[src/rtl/div_pkg.sv]
// Shared types and sizing for the sequential restoring divider.
// Imported by the step datapath and the divider top level.
package div_pkg;

  localparam int DEF_WIDTH = 8;

  localparam int CNT_W = $clog2(2 * DEF_WIDTH);

  typedef enum logic {
    IDLE,
    RUN
  } div_state_e;

  function automatic int cnt_width(input int w);
    return (w > 1) ? $clog2(2 * w) : 1;
  endfunction

endpackage

[src/rtl/div_step.sv]
// One restoring division step: shift a dividend bit into the
// partial remainder, subtract the divisor when it fits.
module div_step
  import div_pkg::*;
#(
  parameter int WIDTH = DEF_WIDTH
) (
  input  logic [WIDTH:0]   rem_i,
  input  logic             bit_i,
  input  logic [WIDTH-1:0] divisor_i,
  output logic [WIDTH:0]   rem_o,
  output logic             q_o
);

  logic [WIDTH+1:0] wide;
  logic [WIDTH+1:0] dvs_ext;

  assign wide    = {rem_i, bit_i};
  assign dvs_ext = {2'b00, divisor_i};
  assign q_o     = (wide >= dvs_ext);

  // The running remainder stays below the divisor, so the
  // result always fits back into WIDTH+1 bits.
  assign rem_o = q_o ? (WIDTH+1)'(wide - dvs_ext)
                     : (WIDTH+1)'(wide);

endmodule

[src/rtl/sequential_divider.sv]
// Unsigned 2W/W restoring divider, one quotient bit per clock,
// sharing the start/ready handshake of the shift-add multiplier.
module sequential_divider
  import div_pkg::*;
#(
  parameter int WIDTH = DEF_WIDTH
) (
  input  logic               clk,
  input  logic               reset,
  input  logic               start,
  input  logic [2*WIDTH-1:0] dividend,
  input  logic [WIDTH-1:0]   divisor,
  output logic               ready,
  output logic               done,
  output logic [2*WIDTH-1:0] quotient,
  output logic [WIDTH-1:0]   remainder,
  output logic               div_by_zero
);

  localparam int CW = cnt_width(WIDTH);
  localparam int DW = 2 * WIDTH;

  div_state_e     state_q;
  logic [CW-1:0]  cnt_q;
  logic [WIDTH:0] rem_q;
  logic [DW-1:0]  dq_q;
  logic [WIDTH-1:0] dvs_q;
  logic [DW-1:0]  quo_q;
  logic [WIDTH-1:0] rmd_q;
  logic           dbz_q;
  logic           done_q;
  logic           ready_q;

  logic [WIDTH:0] rem_d;
  logic           qbit_d;
  logic [DW-1:0]  dq_d;

  div_step #(.WIDTH(WIDTH)) u_step (
    .rem_i     (rem_q),
    .bit_i     (dq_q[DW-1]),
    .divisor_i (dvs_q),
    .rem_o     (rem_d),
    .q_o       (qbit_d)
  );

  // Dividend drains out the top while quotient bits fill the bottom.
  assign dq_d = {dq_q[DW-2:0], qbit_d};

  // Control FSM, working registers and registered results.
  always_ff @(posedge clk or negedge reset) begin
    if (!reset) begin
      state_q <= IDLE;
      cnt_q   <= '0;
      rem_q   <= '0;
      dq_q    <= '0;
      dvs_q   <= '0;
      quo_q   <= '0;
      rmd_q   <= '0;
      dbz_q   <= 1'b0;
      done_q  <= 1'b0;
      ready_q <= 1'b1;
    end else begin
      done_q <= 1'b0;
      unique case (state_q)
        IDLE: begin
          if (start) begin
            if (divisor == '0) begin
              done_q <= 1'b1;
              quo_q  <= '1;
              rmd_q  <= dividend[WIDTH-1:0];
              dbz_q  <= 1'b1;
            end else begin
              state_q <= RUN;
              ready_q <= 1'b0;
              dvs_q   <= divisor;
              dq_q    <= dividend;
              rem_q   <= '0;
              cnt_q   <= CW'(DW - 1);
            end
          end
        end
        RUN: begin
          rem_q <= rem_d;
          dq_q  <= dq_d;
          cnt_q <= cnt_q - 1'b1;
          if (cnt_q == '0) begin
            state_q <= IDLE;
            ready_q <= 1'b1;
            done_q  <= 1'b1;
            quo_q   <= dq_d;
            rmd_q   <= rem_d[WIDTH-1:0];
            dbz_q   <= 1'b0;
          end
        end
        default: state_q <= IDLE;
      endcase
    end
  end

  assign ready       = ready_q;
  assign done        = done_q;
  assign quotient    = quo_q;
  assign remainder   = rmd_q;
  assign div_by_zero = dbz_q;

endmodule

[config.mk]
export PLATFORM = sky130hd
export DESIGN_NAME = sequential_divider
export DESIGN_NICKNAME = d
export VERILOG_FILES = /design/src/rtl/div_pkg.sv /design/src/rtl/div_step.sv /design/src/rtl/sequential_divider.sv
export SDC_FILE = /design/constraint.sdc
export NUM_CORES = 1
export LEC_CHECK = 0
export CAP_MARGIN = 40
export CORE_MARGIN = 5
export CORE_UTILIZATION = 41
export CTS_CLUSTER_SIZE = 25
export DETAILED_ROUTE_END_ITERATION = 10
export HOLD_SLACK_MARGIN = 0.08
export MAX_ROUTING_LAYER = met4
export PLACE_DENSITY = 0.68
export SLEW_MARGIN = 15
export SYNTH_ARGS = -nofsm -noshare
export SYNTH_HDL_FRONTEND = slang
export SYNTH_SLANG_ARGS = --single-unit
[constraint.sdc]
create_clock -name clk -period 2.6 [get_ports clk]
set_clock_uncertainty 0.15 [all_clocks]
set_input_delay 0.26 -clock clk [delete_from_list [all_inputs] [get_ports clk]]
set_output_delay 0.26 -clock clk [all_outputs]
set_load 0.03 [all_outputs]
==> results of run 1 <==
synth_stat cells (all sizes together), types with 4 or more instances:
library cell   n
dfrtp         64
ha             9
nand2         47
mux2i         12
or3            5
o21ai         28
nor2          28
o22ai          9
a21oi         24
inv           14
buf            9
a31oi         12
xor2           5
o22a           8
clkbuf         9
nand2b         4
final timing paths:
path,to,slack (ns),cells after the start
max in group asynchronous,dvs_q[6],1.40,3
max,rem_q[3],0.15,10
min in group clk,quotient[15],0.34,1
min,quotient[13],0.27,2
max reg2reg,rem_q[3],0.15,10
min reg2reg,quotient[15],0.34,1
area by class of cell:
class | count | share of cell area
sequential | 65 | 0.392
multi-input combinational | 225 | 0.358
timing repair buffer | 63 | 0.151
clock buffer | 10 | 0.0332
tap | 102 | 0.0308
clock inverter | 6 | 0.0214
inverter | 14 | 0.0127
power breakdown:
part	switching [W]	internal (W)	total, W	leakage [nW]
Clock	0.000401	0.000567	0.000969	0.109
Sequential	0.000343	0.00154	0.00188	0.734
Combinational	0.00195	0.00150	0.00345	0.893
cells by family (layout without fill, tap and decap cells):
kind of cell / after synthesis / count (layout) / synth area share
adder cells (fa/ha/maj): 10 / 10 / 0.0408
multiplexers: 14 / 14 / 0.0451
AO/OA/AOI/OAI: 95 / 95 / 0.196
XOR/XNOR: 7 / 7 / 0.0189
AND/OR/NAND/NOR: 99 / 99 / 0.152
buffers and inverters: 32 / 93 / 0.0462
flip-flops: 65 / 65 / 0.501
state kept, by name, indices dropped and copies added (netlist names):
| name | cells |
|---|---|
| state_q | 1 |
| ready | 1 |
| div_by_zero | 1 |
| remainder | 8 |
| rem_q | 9 |
| dq_q | 16 |
| quotient | 16 |
| dvs_q | 8 |
| cnt_q | 4 |
| done | 1 |
worst max-delay path, cell delays in order (launching register included):
cell and delay (ns):
dfrtp_1 0.36, inv_1 0.08, ha_1 0.16, inv_1 0.05, fa_1 0.39, a21o_1 0.20
a211oi_2 0.24, buf_4 0.17, o211ai_4 0.14, mux2i_1 0.26, o22ai_1 0.11
metrics by stage:
stage,setup TNS (ns),utilization,total power (W),worst slack (ns),std cells
floorplan,0,-,0.00426,0.189,322
global placement,0,0.505,0.00518,0.199,468
detailed placement,0,0.505,0.00530,0.126,468
CTS,0,0.535,0.00629,0.102,485
global route,-0.000872,0.537,0.00679,-0.000872,485
finish,0,0.537,0.00630,0.154,485
routing by layer:
layer  routed length, µm  vias to the layer above
met5                   0                        -
met4                  63                        0
met3                 369                        7
met2                3570                       62
met1                3500                     1220
li1                    -                     1256
what timing repair did:
item | in CTS | in global routing
resized for setup | 0 | 3
hold buffers | 1 | 0
setup buffers | 0 | 0
endpoints found under the hold margin | 20 | 0
setup endpoints to repair | 0 | 8
==> run_results.csv, run 1 <==
group,metric,value,unit
outcome,status,"finished clean",
clocking,insertion_delay,0.34,ns
yosys,ys_ff_latch,65,
global_routing,grt_max_degree,45,
power,p_per_area,1520,nW/µm²
setup_path,reg2reg_from,"dq_q[15]",
yosys,syn-num-nets,359,
floorplan,die_h,99.0,µm
layout,antenna_cells,0,
floorplan,io_pins,54,
yosys,synthArstFlopShare,1.00,
yosys,yosys_warnings,0,
layout,drive_gt1_frac,0.120,
clocking,clockBufferDepth,2,
layout,fillCellCount,691,
floorplan,start_util,0.420,
route,wl,7500,µm
layout,syn_to_final_growth,27.8,%
floorplan,die_width,99.0,µm
clocking,root_buffer,"clkbuf_8",
setup_path,cp-end-kind,"register",
layout,mostFrequentLayoutCell,"dfrtp_1",
placement,dpl_cell_area,3900,µm²
sta,timing.hold.ws,0.271,ns
layout,layout_common_cells,"dfrtp_1 (64), clkdlybuf4s50_1 (52), nand2_1 (47), nor2_1 (27), a21oi_1 (24)",
clocking,numCtsBuffers,9,
clocking,clkTransAtPathRegs,0.08,ns
sta,rsz0062_at_grt,"yes",
yosys,ys.flop_type,"dfrtp_1",
yosys,synthCells,322,
global_routing,antenna_found_initial,0,
setup_path,cp_max_fo,9,
sta,fmax,0.409,GHz
global_routing,use_met1,0.224,
yosys,yosys.area.top_type,"dfrtp_1",
floorplan,core,7730,µm²
route,antenna_left,0,
yosys,synth_edf_count,0,
yosys,yosysSeqAreaShare,0.501,
global_routing,grtUsageTotal,0.168,
global_routing,grt_pass1_wl,12900,µm
global_routing,grt_use_met3,0.0389,
sta,fin_crit_sh,0.941,
route,viasPerCell,5.25,
sta,worst_pin_slew,0.733,ns
power,leakagePower,1.74,nW
min_path,hp-class,"input port to async pin",
layout,regArea,1630,µm²
clocking,cts_htree_levels,3,
layout,nets,415,
setup_path,required,2.66,ns
sta,period_minus_slack,2.45,ns
sta,relSlewSlack,0.512,
sta,hold_viol,0,
placement,place.gp.congestion,0.808,
route,drc_errors,0,
setup_path,crit_start,"dq_q[15]",
yosys,synth_top_area_frac,0.493,
floorplan,die_area,9800,µm²
setup_path,crit_type,"register to register",
route,wl_per_cell,15.5,µm
clocking,clock-sinks,65,
yosys,syn_area,3250,µm²
flow_run,maxCapViolCount,0,
global_routing,grt-ovfl-total,0,
route,drt_iter0_markers,105,
global_routing,grt_use_met2,0.255,
placement,dp_hpwl,5550,µm
layout,final_area,4150,µm²
route,dr.pass1.iters,4,
sta,drv_slew,0,
sta,setup_viol,0,
placement,port_buffers,53,
floorplan,rows,32,
clocking,cts_tree,"yes",
route,vias,2545,
layout,multi_input_area,1490,µm²
yosys,synth_cell_types,51,
setup_path,arrival,2.50,ns
global_routing,grt_pass1_vias,2632,
setup_path,cp-start-kind,"register",
global_routing,top_usage_layer,"met2",
yosys,synth_area_leaders,"dfrtp_1 (49%), nand2_1 (5.4%), a21oi_1 (3.7%)",
yosys,syn-mean-instance-area,10.1,µm²
power,vdd_ir_drop_max,0.737,mV
(Power assumes the default switching activity.)
==> run 2, diff against run 1 <==
- SKIP_LAST_GASP: not set -> 1
==> run 2 against run 1 <==
Maximum frequency about the same. Die area unchanged. Via count increased by 0.24%. Setup slack improved by 0.0016 ns. Register-to-register slack about the same. Global-route usage unchanged. Sequential share of layout area about the same. Clock power about the same. First-iteration DRC count increased by 1.9%. Critical path depth unchanged. Critical path type unchanged.
==> run_results.csv, run 2 (synthesis results as in run 1) <==
group,metric,value,unit
sta,period_minus_slack,2.44,ns
global_routing,grt_pass1_wl,12900,µm
sta,worst_pin_slew,0.743,ns
clocking,insertion_delay,0.34,ns
setup_path,crit_type,"register to register",
route,vias,2551,
route,antenna_left,0,
global_routing,grt_pass1_vias,2632,
sta,fin_ws,0.156,ns
route,dr.pass1.iters,4,
sta,fmax,0.409,GHz
floorplan,die_width,99.0,µm
placement,place.gp.congestion,0.808,
placement,dp_hpwl,5550,µm
route,drc_errors,0,
floorplan,die_area,9800,µm²
setup_path,required,2.66,ns
outcome,status,"finished clean",
setup_path,cp-end-kind,"register",
clocking,clock-sinks,65,
layout,syn_to_final_growth,27.7,%
floorplan,io_pins,54,
sta,timing.hold.ws,0.270,ns
global_routing,grt-ovfl-total,0,
route,viasPerCell,5.26,
route,wl_per_cell,15.5,µm
clocking,numCtsBuffers,9,
floorplan,rows,32,
layout,layout_common_cells,"dfrtp_1 (64), clkdlybuf4s50_1 (52), nand2_1 (47), nor2_1 (27), a21oi_1 (24)",
power,leakagePower,1.74,nW
setup_path,reg2reg_slack,0.16,ns
global_routing,antenna_found_initial,0,
clocking,clockBufferDepth,2,
floorplan,start_util,0.420,
setup_path,cp-start-kind,"register",
min_path,hp-class,"input port to async pin",
sta,rsz0062_at_grt,"yes",
floorplan,die_h,99.0,µm
sta,relSlewSlack,0.505,
setup_path,reg2reg_depth,10,
sta,drv_slew,0,
sta,hold_viol,0,
power,vdd_ir_drop_max,0.737,mV
placement,dp.cells,468,
sta,setup_viol,0,
layout,antenna_cells,0,
setup_path,arrival,2.50,ns
placement,pre_cts_ws,0.126,ns
clocking,clkTransAtPathRegs,0.08,ns
global_routing,grtUsageTotal,0.168,
route,wl,7520,µm
clocking,cts_htree_levels,3,
sta,fin_crit_sh,0.940,
global_routing,grt_max_degree,45,
layout,mostFrequentLayoutCell,"dfrtp_1",
layout,drive_gt1_frac,0.117,
flow_run,maxCapViolCount,0,
power,p_per_area,1510,nW/µm²
route,drt_iter0_markers,107,
floorplan,core,7730,µm²
clocking,cts_tree,"yes",
setup_path,cp_max_fo,9,
setup_path,reg2reg_from,"dq_q[15]",
layout,final_core_util,0.537,
placement,port_buffers,53,
layout,instances_no_fill,485,
clocking,root_buffer,"clkbuf_8",
layout,nets,415,
setup_path,r2r_end,"rem_q[3]",
==> run 2: changes by cell type in the layout (fill, tap and decap cells not counted) <==
| cell | before | now |
|---|---|---|
| mux2i_2 | 2 | 1 |
| mux2i_1 | 10 | 11 |
==> run 2: metal layers <==
metal | global-route usage | wire length (µm) | vias to the layer above
met3 | 0.0389 | 376 | 7
li1 | - | - | 1258
met2 | 0.255 | 3630 | 63
met5 | - | 0 | -
met4 | 0.0483 | 61 | 0
met1 | 0.224 | 3450 | 1223
==> run 2: worst max-delay path, cell delays in order (launching register included) <==
cell,delay [ns]
dfrtp_1,0.36
inv_1,0.08
ha_1,0.16
inv_1,0.05
fa_1,0.39
a21o_1,0.20
a211oi_2,0.24
buf_4,0.17
o211ai_4,0.14
mux2i_1,0.26
o22ai_1,0.11
==> run 2: final cells by class <==
type,instances,area [µm²]
clock buffers,10,138
clock inverters,6,88.8
fillers,692,3580
inverters,14,52.6
multi-input cells,225,1480
flip-flops and latches,65,1630
well taps,102,128
repair buffers,63,628
==> run 2: stage by stage <==
stage | total power (W) | instance area (µm²) | TNS [ns]
3_5_place_dp | 0.00530 | 3900 | 0
5_1_grt | 0.00678 | 4150 | -0.0128
4_1_cts | 0.00629 | 4140 | 0
2_1_floorplan | 0.00426 | 3250 | 0
6_report | 0.00627 | 4150 | 0
3_3_place_gp | 0.00518 | 3900 | 0
==> run 2: repair_timing <==
action,in CTS,in global routing
endpoints found under the setup margin,0,8
hold buffers,1,0
resized for setup,0,2
hold endpoints to repair,20,0
setup buffers,0,0
==> run 2: report_power, final <==
part,leakage [nW],switching (W),internal [W],total (W)
logic,0.897,0.00194,0.00149,0.00342
clock network,0.109,0.000401,0.000567,0.000969
registers,0.734,0.000344,0.00154,0.00188
==> run 2: worst max-delay path by stage <==
stage	from	endpoint	slack, ns	cells after the start
floorplan	dq_q[15]	rem_q[0]	0.19	9
global placement	dq_q[15]	rem_q[0]	0.20	9
detailed placement	dq_q[15]	remainder[2]	0.13	10
CTS	dq_q[15]	remainder[2]	0.10	10
global route	dq_q[15]	rem_q[4]	-0.01	10
finish	dq_q[15]	rem_q[3]	0.16	10
==> run 3, diff against run 2 <==
- CTS_CLUSTER_SIZE: 25 -> not set
- SKIP_LAST_GASP: 1 -> not set
==> results of run 3 <==
No change in the layout: final DEF, timing and power equal those of run 1.
